==> src/rtl/fabric_config_loader.sv <==
// fabric_config_loader: streams configuration words into the fabric register
// bus, accumulates an XOR checksum, and holds the fabric in clear until a
// complete image with a matching checksum has been accepted.
module fabric_config_loader #(
  parameter int WORD_W    = 33,
  parameter int NUM_WORDS = 14,
  parameter int ADDR_W    = 4
) (
  input  logic              clock,
  input  logic              clear,
  input  logic              start,
  input  logic              in_valid,
  input  logic [WORD_W-1:0] in_data,
  output logic              in_ready,
  output logic              cfg_we,
  output logic [ADDR_W-1:0] cfg_addr,
  output logic [WORD_W-1:0] cfg_data,
  output logic              busy,
  output logic              done,
  output logic              error,
  output logic              fabric_clear
);

  localparam logic [2:0] S_IDLE  = 3'd0;
  localparam logic [2:0] S_LOAD  = 3'd1;
  localparam logic [2:0] S_CHECK = 3'd2;
  localparam logic [2:0] S_DONE  = 3'd3;
  localparam logic [2:0] S_ERR   = 3'd4;

  localparam logic [ADDR_W-1:0] LAST_IDX = ADDR_W'(NUM_WORDS - 1);

  logic [2:0]        state;
  logic [ADDR_W-1:0] cnt;
  logic [WORD_W-1:0] acc;
  logic              hs;

  // All status outputs decode directly from state, so an async clear
  // forces them to their idle values in the same instant.
  assign in_ready     = (state == S_LOAD) || (state == S_CHECK);
  assign busy         = in_ready;
  assign done         = (state == S_DONE);
  assign error        = (state == S_ERR);
  assign fabric_clear = ~done;
  assign hs           = in_valid & in_ready;

  // Write bus: one registered strobe per accepted config word; the
  // checksum word is never forwarded to the fabric.
  always_ff @(posedge clock or posedge clear) begin
    if (clear) begin
      cfg_we   <= 1'b0;
      cfg_addr <= '0;
      cfg_data <= '0;
    end else begin
      cfg_we <= hs && (state == S_LOAD);
      if (hs && (state == S_LOAD)) begin
        cfg_addr <= cnt;
        cfg_data <= in_data;
      end
    end
  end

  // Control FSM with word counter and checksum accumulator. start is only
  // honoured outside LOAD/CHECK, so a stray pulse cannot disturb a load.
  always_ff @(posedge clock or posedge clear) begin
    if (clear) begin
      state <= S_IDLE;
      cnt   <= '0;
      acc   <= '0;
    end else begin
      case (state)
        S_IDLE, S_DONE, S_ERR: begin
          if (start) begin
            state <= S_LOAD;
            cnt   <= '0;
            acc   <= '0;
          end
        end
        S_LOAD: begin
          if (in_valid) begin
            acc <= acc ^ in_data;
            if (cnt == LAST_IDX) state <= S_CHECK;
            else                 cnt   <= cnt + 1'b1;
          end
        end
        S_CHECK: begin
          if (in_valid) state <= (in_data == acc) ? S_DONE : S_ERR;
        end
        default: state <= S_IDLE;
      endcase
    end
  end

endmodule
==> config.mk <==
export PLATFORM = sky130hd
export DESIGN_NAME = fabric_config_loader
export DESIGN_NICKNAME = d
export VERILOG_FILES = /design/src/rtl/fabric_config_loader.sv
export SDC_FILE = /design/constraint.sdc
export NUM_CORES = 1
export LEC_CHECK = 0
export BUFFER_PORTS_ARGS = -buffer_cell sky130_fd_sc_hd__buf_2
export CORE_ASPECT_RATIO = 1.4
export CORE_MARGIN = 4
export CORE_UTILIZATION = 59
export DETAILED_ROUTE_END_ITERATION = 16
export PLACE_DENSITY_LB_ADDON = 0.05
export SKIP_LAST_GASP = 1
export SLEW_MARGIN = 15
export SYNTH_ARGS = -nofsm -noshare
export SYNTH_HDL_FRONTEND = slang
export SYNTH_SLANG_ARGS = --single-unit
==> constraint.sdc <==
create_clock -name clock -period 4.6 [get_ports clock]
set_input_delay 0.46 -clock clock [delete_from_list [all_inputs] [get_ports clock]]
set_output_delay 0.46 -clock clock [all_outputs]
set_load 0.03 [all_outputs]
==> results of run 1 <==
==> worst min-delay path: cells and delay by family <==
kind                   cells  cell delay [ns]
buffers and inverters      1             0.11
and+or+nand+nor            2             0.10
==> Yosys cell counts (all sizes together) <==
library cell / instances / area [um^2]
nor2b: 2 / 12.51
a21oi: 3 / 15.01
nor4: 4 / 31.28
or2b: 11 / 82.58
nor2: 39 / 146.4
clkbuf: 5 / 18.77
ha: 2 / 25.02
a41o: 1 / 10.01
o22ai: 1 / 6.260
nand2: 114 / 430.4
o31a: 1 / 8.760
nor3: 1 / 5.000
xnor2: 6 / 52.55
and2b: 1 / 7.510
o22a: 2 / 17.52
o2111ai: 8 / 70.07
mux2: 1 / 11.26
nand2b: 38 / 237.7
nand3: 3 / 15.01
nand4: 7 / 43.79
o21ai: 75 / 375.4
nor3b: 2 / 20.02
buf: 15 / 126.4
a31oi: 1 / 6.260
dfrtp: 78 / 1952
inv: 15 / 56.30
or2: 1 / 6.260
==> placed cells by master, fill, tap and decap left out, drive strengths merged <==
cell,n
dfrtp,78
nand2,114
a31oi,1
buf,82
dlygate4sd3,1
and2b,1
ha,2
mux2,1
nor2b,2
clkinv,2
nor3b,2
or2b,11
o22a,2
nand4,7
or2,1
nor2,39
o22ai,1
nor4,4
clkbuf,12
a41o,1
inv,14
bufinv,3
o21ai,75
nor3,1
nand3,3
o2111ai,8
o31a,1
nand2b,38
a21oi,3
xnor2,6
==> layer usage <==
metal	GRT usage	routed length (um)
met2	0.3906	4324
met1	0.3169	3789
met5	0	0
met3	0.04976	433
met4	0.07537	99
==> sequential cells by signal, summed over array words and instances (netlist names) <==
name      cells
cfg_we        1
state         3
acc          33
cfg_addr      4
cfg_data     33
cnt           4
==> how the worst max path moves through the flow <==
stage / endpoint / slack, ns / depth (start not counted)
detailed placement: state[2] / 2.73 / 6
global route: acc[32] / 2.58 / 6
CTS: done / 2.72 / 4
global placement: state[2] / 2.71 / 6
finish: done / 2.74 / 4
floorplan: acc[0] / 2.14 / 1
==> logic make-up after synthesis <==
logic type,share of synthesized area
compound gates,0.1344
flops,0.5150
buf+inv,0.05315
simple gates,0.2740
fa+ha+maj,0.006602
mux,0.002971
xor+xnor,0.01387
==> stage by stage <==
step | cell area (um^2) | instances
final | 4399 | 588
after global routing | 4399 | 588
after CTS | 4399 | 588
after detailed placement | 4159 | 571
after global placement | 4159 | 571
after floorplan | 3790 | 437
==> layout make-up <==
type / count / area (um^2) / share of cell area
clock buffers: 12 / 135.1 / 0.03072
multi-input cells: 324 / 1642 / 0.3732
clock inverters: 4 / 95.09 / 0.02162
well taps: 72 / 90.09 / 0.02048
inverters: 15 / 57.56 / 0.01308
flip-flops and latches: 78 / 1952 / 0.4437
repair buffers: 83 / 427.9 / 0.09727
==> power breakdown <==
part | switching, mW | leakage, nW | internal (mW) | total, mW
Sequential | 0.184 | 0.961 | 0.975 | 1.16
Combinational | 0.834 | 1.11 | 0.400 | 1.23
Clock | 0.243 | 0.115 | 0.360 | 0.603
==> impl_metrics.tcl, run 1 <==
set metrics [dict create \
    rsz0062_at_grt "no" \
    total_power_mw 2.996 \
    final_util 0.7083 \
    io_buffers 79 \
    coreArea_um2 6211 \
    hold_path_depth 3 \
    synth_cell_type_count 34 \
    clock_latency_ns 0.36 \
    period_needed_ns 1.863 \
    relSlewSlack 0.4283 \
    tns_ns 0 \
    avgRoutedWirePerCell_um 14.71 \
    finClkSkew_ns 0.005545 \
    nNetsFinal 550 \
    track_usage 0.2389 \
    crit_fanout 8 \
    overflow 0 \
    cp_cell_sequence "and2b_1, nand2_1, inv_1, buf_2" \
    dp_slack_ns 2.725 \
    num_antenna_cells 0 \
    initial_core_util 0.6102 \
    cts_buffer_depth 2 \
    maxCapViolations 0 \
    n_fill_cell 515 \
    mappedNetlistArea_um2 3790 \
    htree_levels 3 \
    hold_path_class "in2reg" \
    p_per_area_nw_per_um2 681.1 \
    yosysWarnings 0 \
    rows 34 \
    worst_pin_slew_ns 0.8576 \
    critPathBufInv 2 \
    peakVddDrop_mv 0.5697 \
    cts_tree "done" \
    min_to "cfg_data[10]" \
    cts_root_buf "clkbuf_8" \
    die_h_um 102.8 \
    reg2reg_to "acc[32]" \
    setup_viol 0 \
    worstSetupPathType "reg2out" \
    die-width_um 75.74 \
    die-area_um2 7788 \
    antenna_found_initial 0 \
    dp_hpwl_um 5832 \
    worst_slack_ns 2.737 \
    path_clk_slew_ns 0.08 \
    crit_family "flip-flops" \
    cp.required_ns 4.14 \
    drive_above_1_share 0.2016 \
    drcViolationCount 0 \
    io-pin-count 80 \
    fmax_mhz 536.8 \
    power.leakage_nw 2.189 \
    startpoint "state[0]" \
    post_cts_buffers 0 \
    first_iter_violations 263 \
    crit_slowest_cell "dfrtp_1" \
    endpoint_kind "primary output" \
    vias_per_cell 5.446 \
    place.gp.congestion 0.7884 \
    start_kind "flop" \
    grt_max_degree 69 \
    fin_crit_sh 0.4050 \
    worstPathArrival_ns 1.40 \
    cts_resized 0 \
    grt_pass1_wl_um 14180 \
    cts_buffers 9 \
    rrSetupSlack_ns 2.76 \
    ys_seq_area_frac 0.5150 \
    slowest_delay_ns 0.50 \
    cts_sinks 78 \
    postRouteAntennaNets 0 \
    holdWs_ns 0.3304 \
    grt_pass1_vias 3048 \
    num_vias 3202 \
    area_growth_pct 16.08 \
    reg2regPathDepth 6 \
    cts-hold-fix-buffers 1 \
    r2r-start "state[2]" \
    drt_pass1_iterations 4 \
    min_from "in_data[10]" \
    finalHoldViolCount 0 \
    synthesis.nets 476 \
    syn_avg_cell_area_um2 8.673 \
    drt-total-wl_um 8647 \
    maxSlewViolCount 0 \
    syn_inst 437 \
    status "completed" \
    yosys_register_bits 78 \
]
(Power assumes the default switching activity.)
==> run 2: changes to the inputs <==
ABC_AREA = 1   (was unset)
CORE_UTILIZATION = 49   (was 59)
clock period = 1.7 ns   (was 4.6 ns; I/O delays follow)
==> run 2 against run 1 <==
Compared with the run above: via count down 5.0%; clock skew is 0.0017 ns higher; global-route usage fell by 5.4 points; count of clock-buffer cells in the layout down 3; largest power group unchanged; final cell count up 9.2%; largest cell class unchanged.
==> impl_metrics.tcl, run 2 <==
set metrics [dict create \
    fmax_mhz 639.3 \
    path_clk_slew_ns 0.08 \
    tns_ns 0 \
    yosysWarnings 0 \
    multi_input_comb_area_um2 1485 \
    place.gp.congestion 0.8138 \
    start_kind "flop" \
    ys.flop_type "dfrtp_1" \
    regArea_um2 1952 \
    htree_levels 3 \
    postLayoutCellArea_um2 4482 \
    status "completed" \
    swShare 0.4761 \
    synth_cell_type_count 28 \
    yosysMostFrequentCell "nand2_1" \
    io_buffers 79 \
    reg.largest.list "acc x33, cfg_data x33" \
    rows 37 \
    first_iter_violations 168 \
    synth_edf_count 0 \
    grt.busiest_layer "met2" \
    setup_viol 0 \
    dp_slack_ns 0.1835 \
    fin_crit_sh 0.9201 \
    overflow 0 \
    power.leakage_nw 2.393 \
    drive_above_1_share 0.2385 \
    mostFrequentLayoutCells "nand2_1, buf_2, dfrtp_1, inv_1, o31ai_1" \
    vias_per_cell 4.740 \
    postRouteAntennaNets 0 \
    ys_async_sr_fraction 1.000 \
    die_h_um 111.9 \
    cts_tree "done" \
    worstSetupPathType "reg2out" \
    worstPathArrival_ns 1.39 \
    maxSlewViolCount 0 \
    worst_pin_slew_ns 0.4140 \
    instances_no_fill 642 \
    p_clk_frac 0.155 \
    drcViolationCount 0 \
    total_power_mw 8.992 \
    synth_top_area_cell "dfrtp_1" \
    p_per_area_nw_per_um2 2006 \
    drt_pass1_iterations 4 \
    cts_buffers 9 \
    grtUsageMet2 0.2998 \
    antenna_found_initial 0 \
    cts_root_buf "clkbuf_8" \
    grt_pass1_vias 2891 \
    p_switching_mw 4.281 \
    dp_hpwl_um 5603 \
    worst_slack_ns 0.1359 \
    final_common_cell "nand2_1" \
    hold_path_depth 3 \
    met1_usage 0.2342 \
    cp.required_ns 1.53 \
    relSlewSlack 0.7240 \
    mappedNetlistArea_um2 3779 \
    initial_core_util 0.5070 \
    rsz0062_at_grt "no" \
    die-width_um 82.22 \
    use_met3 0.02994 \
    ys_seq_area_frac 0.5166 \
    coreArea_um2 7453 \
    avgRoutedWirePerCell_um 12.25 \
    synthesis.nets 497 \
    synth_top_area_frac 0.5166 \
    peakVddDrop_mv 1.482 \
    pwr-share-seq 0.338 \
    finalHoldViolCount 0 \
    area_growth_pct 18.61 \
    placed_cell_area_um2 4273 \
    drt-total-wl_um 7865 \
    synth.area.top_cells "dfrtp_1, nand2_1, inv_1" \
    cts_buffer_depth 2 \
    yosys-top-cells-count "nand2_1, dfrtp_1, inv_1" \
    track_usage 0.1851 \
    n_fill_cell 687 \
    p_comb_frac 0.507 \
    reg2regPathDepth 8 \
    hold_path_class "in2reg" \
    period_needed_ns 1.564 \
    crit_fanout 5 \
    p_int_mw 4.711 \
    cts_sinks 78 \
    syn_avg_cell_area_um2 8.250 \
    maxCapViolations 0 \
    clock_latency_ns 0.35 \
    num_vias 3043 \
    die-area_um2 9200 \
    syn_inst 458 \
    post_cts_buffers 0 \
    nNetsFinal 579 \
    yosys_register_bits 78 \
    grt_max_degree 79 \
    io-pin-count 80 \
    finClkSkew_ns 0.007205 \
    endpoint_kind "primary output" \
    dp.cells 625 \
    num_antenna_cells 0 \
    grt_pass1_wl_um 13130 \
]
run 2: cell count changes in the layout (fill, tap and decap cells not counted), moves of 11 or more:
cell,change
nand2_1,+67
nand2b_1,-38
o21ai_0,-38
inv_1,+37
o31ai_1,+24
nor2_1,-16
or2b_1,-11
xor2_1,+11
run 2: worst max-delay path, cell delays in order (launching register included):
cell     delay (ns)
dfrtp_1        0.46
nor2_1         0.18
inv_1          0.10
nor2_1         0.10
buf_2          0.20
run 2: routing by layer:
metal	vias up	share of wire
met5	-	0
met4	0	0.024
met3	12	0.038
met2	58	0.49
met1	1387	0.45
li1	1586	-
run 2: layout make-up:
type,instances,share of cell area
tap,97,0.02708
multi-input combinational,306,0.3314
timing repair buffer,89,0.1139
inverter,56,0.04774
clock inverter,7,0.01675
clock buffer,9,0.02764
sequential,78,0.4355
run 2: final timing paths:
check | startpoint | endpoint | slack (ns)
worst max register to register | state[0] | state[0] | 0.17
worst min-delay path | in_data[32] | cfg_data[32] | 0.04
max in group asynchronous | clear | acc[23] | 0.91
min in group asynchronous | clear | cfg_data[9] | 0.47
worst min register to register | cfg_data[0] | cfg_data[0] | 0.47
worst max-delay path | state[1] | error | 0.14
run 2: kinds of logic after synthesis:
logic type                 Yosys count  synth area share
and+or+nand+nor                    222            0.2371
DFF                                 78            0.5166
buffers and inverters               74           0.09040
AOI/OAI and AO/OA                   66            0.1123
xor gates and xnor gates            16           0.03708
adders and majority gates            2          0.006621
run 2: stage by stage:
stage | utilization | hold slack, ns
2_1_floorplan | - | 0.2868
3_3_place_gp | 0.5733 | 0.3277
3_5_place_dp | 0.5733 | 0.3284
4_1_cts | 0.6013 | 0.02456
5_1_grt | 0.6013 | 0.03993
6_report | 0.6013 | 0.04279
run 2: power by group through the flow:
stage	Sequential, mW	Clock, mW	Combinational [mW]
floorplan	3.81	0	2.86
global placement	3.05	0	4.54
detailed placement	3.08	0	4.60
CTS	3.05	1.44	4.62
global route	3.14	1.53	5.07
finish	3.04	1.39	4.56
run 2: repair_timing:
action                                 CTS  global route
resized for setup                        0             0
endpoints found under the hold margin   78             0
hold buffers                             1             0
